## src/rtl/param_up_down_counter_if.sv

```systemverilog
// param_up_down_counter_if: control and status bundle for param_up_down_counter
// master drives: en (step), ud (0 up / 1 down), load, load_val, sat (UDC_SATURATE_EN only)
// slave drives: count (registered), tc (combinational terminal count), wrap (one-cycle pulse)
interface param_up_down_counter_if #(
  parameter int WIDTH = 4
);
  logic en, ud, load;
  logic [WIDTH-1:0] load_val, count;
  logic tc, wrap;
`ifdef UDC_SATURATE_EN
  logic sat;
  modport master(output en, ud, load, load_val, sat, input count, tc, wrap);
  modport slave(input en, ud, load, load_val, sat, output count, tc, wrap);
`else
  modport master(output en, ud, load, load_val, input count, tc, wrap);
  modport slave(input en, ud, load, load_val, output count, tc, wrap);
`endif
endinterface

```

## src/rtl/param_up_down_counter.sv

```systemverilog
// param_up_down_counter: modulo MAX_COUNT+1 up/down counter with load, enable, tc and wrap pulse
// clk: rising-edge clock; clear: asynchronous active-low reset (count=0, wrap=0)
// bus (slave): en/ud/load/load_val in, count/tc/wrap out
// define UDC_SATURATE_EN to add bus.sat, which holds count at the boundary instead of wrapping
module param_up_down_counter #(
  parameter int WIDTH = 4,
  parameter int MAX_COUNT = (1 << WIDTH) - 1
) (
  input logic clk,
  input logic clear,
  param_up_down_counter_if.slave bus
);
  localparam logic [WIDTH-1:0] MAX_V = WIDTH'(MAX_COUNT);
  logic [WIDTH-1:0] count_q, step_v;
  logic wrap_q, at_bound, sat_on;
`ifdef UDC_SATURATE_EN
  assign sat_on = bus.sat;
`else
  assign sat_on = 1'b0;
`endif
  // at_bound is the wrap point for the current direction; it doubles as tc
  assign at_bound = bus.ud ? (count_q == '0) : (count_q == MAX_V);
  always_comb
    step_v = at_bound ? (sat_on ? count_q : (bus.ud ? MAX_V : '0))
                      : (bus.ud ? count_q - 1'b1 : count_q + 1'b1);
  always_ff @(posedge clk or negedge clear)
    if (!clear) begin
      count_q <= '0;
      wrap_q <= 1'b0;
    end else if (bus.load) begin
      count_q <= (bus.load_val > MAX_V) ? MAX_V : bus.load_val;
      wrap_q <= 1'b0;
    end else begin
      if (bus.en) count_q <= step_v;
      wrap_q <= bus.en && at_bound && !sat_on;
    end
  assign bus.count = count_q;
  assign bus.tc = at_bound;
  assign bus.wrap = wrap_q;
endmodule

```

## src/flat_wrapper.sv

```systemverilog
// flat-port wrapper written by rule: the top's interface ports become plain ports
module param_up_down_counter_flat 
#(
  parameter int WIDTH = 4,
  parameter int MAX_COUNT = (1 << WIDTH) - 1
)
  (clk, clear, bus_en, bus_ud, bus_load, bus_load_val, bus_count, bus_tc, bus_wrap);
  param_up_down_counter_if #(.WIDTH(WIDTH)) bus_i ();
  input logic clk;
  input logic clear;
  input wire logic [$bits(bus_i.en)-1:0] bus_en;
  input wire logic [$bits(bus_i.ud)-1:0] bus_ud;
  input wire logic [$bits(bus_i.load)-1:0] bus_load;
  input wire logic [$bits(bus_i.load_val)-1:0] bus_load_val;
  output wire logic [$bits(bus_i.count)-1:0] bus_count;
  output wire logic [$bits(bus_i.tc)-1:0] bus_tc;
  output wire logic [$bits(bus_i.wrap)-1:0] bus_wrap;
  assign bus_i.en = bus_en;
  assign bus_i.ud = bus_ud;
  assign bus_i.load = bus_load;
  assign bus_i.load_val = bus_load_val;
  assign bus_count = bus_i.count;
  assign bus_tc = bus_i.tc;
  assign bus_wrap = bus_i.wrap;
  param_up_down_counter #(.WIDTH(WIDTH), .MAX_COUNT(MAX_COUNT)) u_core (.clk(clk), .clear(clear), .bus(bus_i));
endmodule
```

## config.mk

```make
export PLATFORM = sky130hd
export DESIGN_NAME = param_up_down_counter_flat
export DESIGN_NICKNAME = d
export VERILOG_FILES = /design/src/rtl/param_up_down_counter_if.sv /design/src/rtl/param_up_down_counter.sv /design/src/flat_wrapper.sv
export SDC_FILE = /design/constraint.sdc
export NUM_CORES = 1
export LEC_CHECK = 0
export ABC_AREA = 1
export BUFFER_PORTS_ARGS = -buffer_cell sky130_fd_sc_hd__buf_2
export CORE_AREA = 2 2 39 41
export CTS_CLUSTER_SIZE = 30
export DETAILED_ROUTE_END_ITERATION = 10
export DIE_AREA = 0 0 41 43
export GPL_ROUTABILITY_DRIVEN = 0
export PLACE_DENSITY = 0.57
export SLEW_MARGIN = 40
export SYNTH_ARGS = -nofsm -noshare
export SYNTH_HDL_FRONTEND = slang
export SYNTH_SLANG_ARGS = --single-unit
```

## constraint.sdc

```tcl
create_clock -name clk -period 1.5 [get_ports clk]
set_clock_uncertainty 0.2 [all_clocks]
set_input_delay 0.45 -clock clk [delete_from_list [all_inputs] [get_ports clk]]
set_output_delay 0.45 -clock clk [all_outputs]
set_load 0.05 [all_outputs]
```

After elaboration in Yosys (flattened, before gate mapping)
Cells that the tools add are included.
{ "totals": {"out_inout_bits": 6, "register_bits": 5} }
{ "classes": {"muxes": 8, "addsub": 2, "n_lt_le_gt_ge": 1, "reduce_logical": 3, "n_eq_ne": 1} }
{ "op_table": {"columns": ["operator", "n"], "rows": [
  ["$mux 4", 6],
  ["$add 4x1->4 const B", 1],
  ["$eq 4x4->1 const B", 1],
  ["$gt 4x4->1 const B", 1],
  ["$logic_not 4->1", 1],
  ["$sub 4x1->4 const B", 1],
  ["$mux 1", 2],
  ["$reduce_bool 2->1", 1],
  ["$logic_and 1x1->1", 1]
]} }

Longest topological paths before layout
{ "depth": {"word_depth": 5, "mapped_depth": 9, "mapped_depth_nobuf": 9} }

Worst setup path after synthesis
No wires, ideal clock.
{ "synth_timing": {"path_kind": "reg-to-output", "startpoint": "register u_core.count_q[2] (netlist: u_core.bus.count[2])", "endpoint": "output port bus_tc", "stages_incl_launch_ff": 5, "path_slack_ps": -491, "arrival_ps": 1341, "required_ps": 850, "n_path_buf": 0, "cell_sequence": "dfrtp_1 > inv_1 > nor2_1 > nand2_2 > nand2_1"} }
{ "synth_via": {"elab_chain_len": 2, "elab_cells_between_ends": 3, "classes_between": "eq/ne (1); mux (1); reduce/logical (1)"} }
{ "synth_lines": {"columns": ["item", "line", "rtl"], "rows": [
  ["start, declared", "param_up_down_counter.sv:14", "logic [WIDTH-1:0] count_q, step_v;"],
  ["start signal, assigned", "param_up_down_counter.sv:31", "count_q <= (bus.load_val > MAX_V) ? MAX_V : bus.load_val;"],
  ["start signal, assigned", "param_up_down_counter.sv:34", "if (bus.en) count_q <= step_v;"],
  ["$eq 4x4->1 or $logic_not 4->1 (tied branches)", "param_up_down_counter.sv:22", "assign at_bound = bus.ud ? (count_q == '0) : (count_q == MAX_V);"],
  ["$mux 1 (*)", "param_up_down_counter.sv:22", null],
  ["end, declared", "flat_wrapper.sv:16", "output wire logic [$bits(bus_i.tc)-1:0] bus_tc;"]
]} }
Every way passes the cells marked *; elsewhere a longest branch is shown, timed or not.

Final worst setup path
{ "layout_timing": {"startpoint": "register u_core.count_q[3] (netlist: u_core.bus.count[3])", "endpoint": "output port bus_tc"} }
Same word-level chain as after synthesis.

==> impl_metrics.env <==
export IMPL_drv_cap=0
export IMPL_start_util=0.285
export IMPL_diodes=0
export IMPL_layout_setup_ws_ns=-0.249
export IMPL_finalSetupViolCount=8
export IMPL_rsz0062_at_grt="true"
export IMPL_netSwitchingFraction=0.392
export IMPL_ant_nets=0
export IMPL_worstPathRequired_ns=0.85
export IMPL_coreArea_um2=1380
export IMPL_grt_pass1_vias=482
export IMPL_worstPathArrival_ns=1.10
export IMPL_worstHoldPathType="in2reg"
export IMPL_internal_power_uw=505
export IMPL_ctsHtreeMaxLevel=1
export IMPL_wl_per_cell_um=9.99
export IMPL_max_freq_mhz=572
export IMPL_rows=14
export IMPL_grt_pass1_wl_um=1770
export IMPL_worstReg2RegEnd="u_core.bus.count[3]$_DFFE_PN0P_"
export IMPL_final_common_cell="nand2_1"
export IMPL_power_uw=830
export IMPL_yosys_warnings=0
export IMPL_clkPwrFrac=0.179
export IMPL_drt_pass1_iterations=3
export IMPL_finalWirelength_um=1070
export IMPL_leakagePower_nw=0.404
export IMPL_port_buffers=14
export IMPL_report_final_slew_viol_count=0
export IMPL_ff2ff_path_depth=9
export IMPL_violations="setup timing"
export IMPL_root_buffer="clkbuf_4"
export IMPL_hold_viol=0
export IMPL_grt_total_usage=0.154
export IMPL_ys_seq_area_frac=0.317
export IMPL_critical_path_class="reg2out"
export IMPL_area_delta_synth_final_pct=96.8
export IMPL_ios=15
export IMPL_cts_tree="done"
export IMPL_start_kind="register"
export IMPL_vias=465
export IMPL_power_net_switching_uw=325
export IMPL_min_period_over_period=1.17
export IMPL_clock_sinks=5
export IMPL_drc=0
export IMPL_combPwrFrac=0.599
export IMPL_n_fill_cell=126
export IMPL_grt_overflow_total=0
export IMPL_status="finished, violations left"
export IMPL_die_x_um=41
export IMPL_grt_max_degree=7
export IMPL_postSynthCellCount=56
export IMPL_die_y_um=43
export IMPL_cts_made_buffers=3
export IMPL_irDropWorstVdd_mv=0.516
export IMPL_avgSynthCellArea_um2=7.04
export IMPL_path_max_fanout=4
export IMPL_relSlewSlack=0.836
export IMPL_powerDensity_nw_per_um2=1070
export IMPL_cp_end_kind="primary output"
export IMPL_drt_iter0_drc=2
export IMPL_hpwl_um=830
export IMPL_fin_crit_ns=1.75
export IMPL_clk_path_buf_depth=2
export IMPL_dieArea_um2=1760
export IMPL_whs_ns=0.313
export IMPL_final_cell_mix="nand2_1 (14), buf_4 (11), buf_2 (9), inv_2 (6)"
export IMPL_critPathCapture="bus_tc"
export IMPL_startpoint="u_core.bus.count[3]$_DFFE_PN0P_"
export IMPL_ff2ff_setup_slack_ns=-0.12
export IMPL_path_clk_slew_ns=0.04
export IMPL_viasPerCell=4.35
export IMPL_syn_num_nets=68
export IMPL_ys_types=16
export IMPL_synth_seq_cells=5
export IMPL_antenna_found_initial=0
export IMPL_syn_area_um2=394
export IMPL_min_from="bus_en"
export IMPL_tightest_slew_ns=0.247
export IMPL_p_seq_frac=0.222
export IMPL_r2r_start="u_core.bus.count[2]$_DFFE_PN0P_"
export IMPL_final_nets=104
export IMPL_clk_latency_ns=0.23
export IMPL_layout_drive_gt1_share=0.626
## power by group through the flow
stage          Sequential [mW]  Clock (mW)  Combinational (mW)
2_1_floorplan            0.260           0               0.160
3_3_place_gp             0.190           0               0.358
3_5_place_dp             0.191           0               0.364
4_1_cts                  0.185       0.156               0.463
5_1_grt                  0.189       0.163               0.544
6_report                 0.185       0.149               0.497
## metrics by stage
step | TNS [ns] | cells | worst slack [ns] | util | instance area (µm²)
CTS | -0.870 | 105 | -0.254 | 0.529 | 732
global route | -1.44 | 107 | -0.317 | 0.561 | 776
floorplan | -0.384 | 56 | -0.125 | - | 424
finish | -0.981 | 107 | -0.249 | 0.561 | 776
global placement | -1.16 | 97 | -0.308 | 0.440 | 609
detailed placement | -1.21 | 97 | -0.321 | 0.440 | 609
## kinds of logic (layout without fill, tap and decap cells)
logic type	after synthesis	in the layout	share of synthesized area
adder cells (fa/ha/maj)	3	3	0.114
AO/OA/AOI/OAI	7	7	0.0984
buffers and inverters	11	46	0.105
AND/OR/NAND/NOR	29	29	0.343
XOR/XNOR	1	1	0.0222
flip-flops	5	5	0.317
## cells in the mapped netlist, drive strengths merged
cell type | instances | share of area
nor2 | 7 | 0.092
or2 | 1 | 0.016
nand4 | 1 | 0.032
fa | 1 | 0.051
inv | 11 | 0.10
a21oi | 4 | 0.051
xnor2 | 1 | 0.022
dfrtp | 5 | 0.32
o22ai | 3 | 0.048
nand2 | 18 | 0.18
nand3 | 2 | 0.025
ha | 2 | 0.063
## per-layer routing
layer  GRT usage  share of wire
met1       0.179           0.44
met2       0.250           0.54
met3      0.0314          0.016
met4      0.0800              0
met5           0              0
## cell type report
cell class,instances,area [µm²],share of cell area
multi-input combinational,40,280,0.361
inverter,11,41.3,0.0532
clock buffer,4,26.3,0.0339
tap,16,20.0,0.0258
sequential,5,130,0.168
timing repair buffer,31,278,0.358
## repair_timing
item / in CTS / in global routing
hold endpoints to repair: 5 / 0
endpoints found under the setup margin: 8 / 8
hold buffers: 1 / 0
resized for setup: 19 / 7
buffers inserted: 3 / 3
pin swaps: 3 / 4
## state kept, by name, summed over array words and instances (netlist names)
name	cells
u_core.bus.count	4
u_core.bus.wrap	1
## worst max-delay path, cell delays in order (launching register included)
cell and delay, ns:
dfrtp_2 0.42, nor2_2 0.10, nand4_2 0.12, nand2_4 0.09
buf_8 0.14
## how the worst min path moves through the flow
| stage | end | slack (ns) | depth (start not counted) |
|---|---|---|---|
| after floorplan | u_core.bus.count[0]$_DFFE_PN0P_ | -0.05 | 0 |
| after global placement | u_core.bus.wrap$_DFF_PN0_ | 0.06 | 1 |
| after detailed placement | u_core.bus.wrap$_DFF_PN0_ | 0.06 | 1 |
| after CTS | u_core.bus.wrap$_DFF_PN0_ | 0.29 | 3 |
| after global routing | u_core.bus.wrap$_DFF_PN0_ | 0.33 | 3 |
| final | u_core.bus.count[3]$_DFFE_PN0P_ | 0.31 | 4 |
Note: power is estimated with default switching activity, not from simulation.
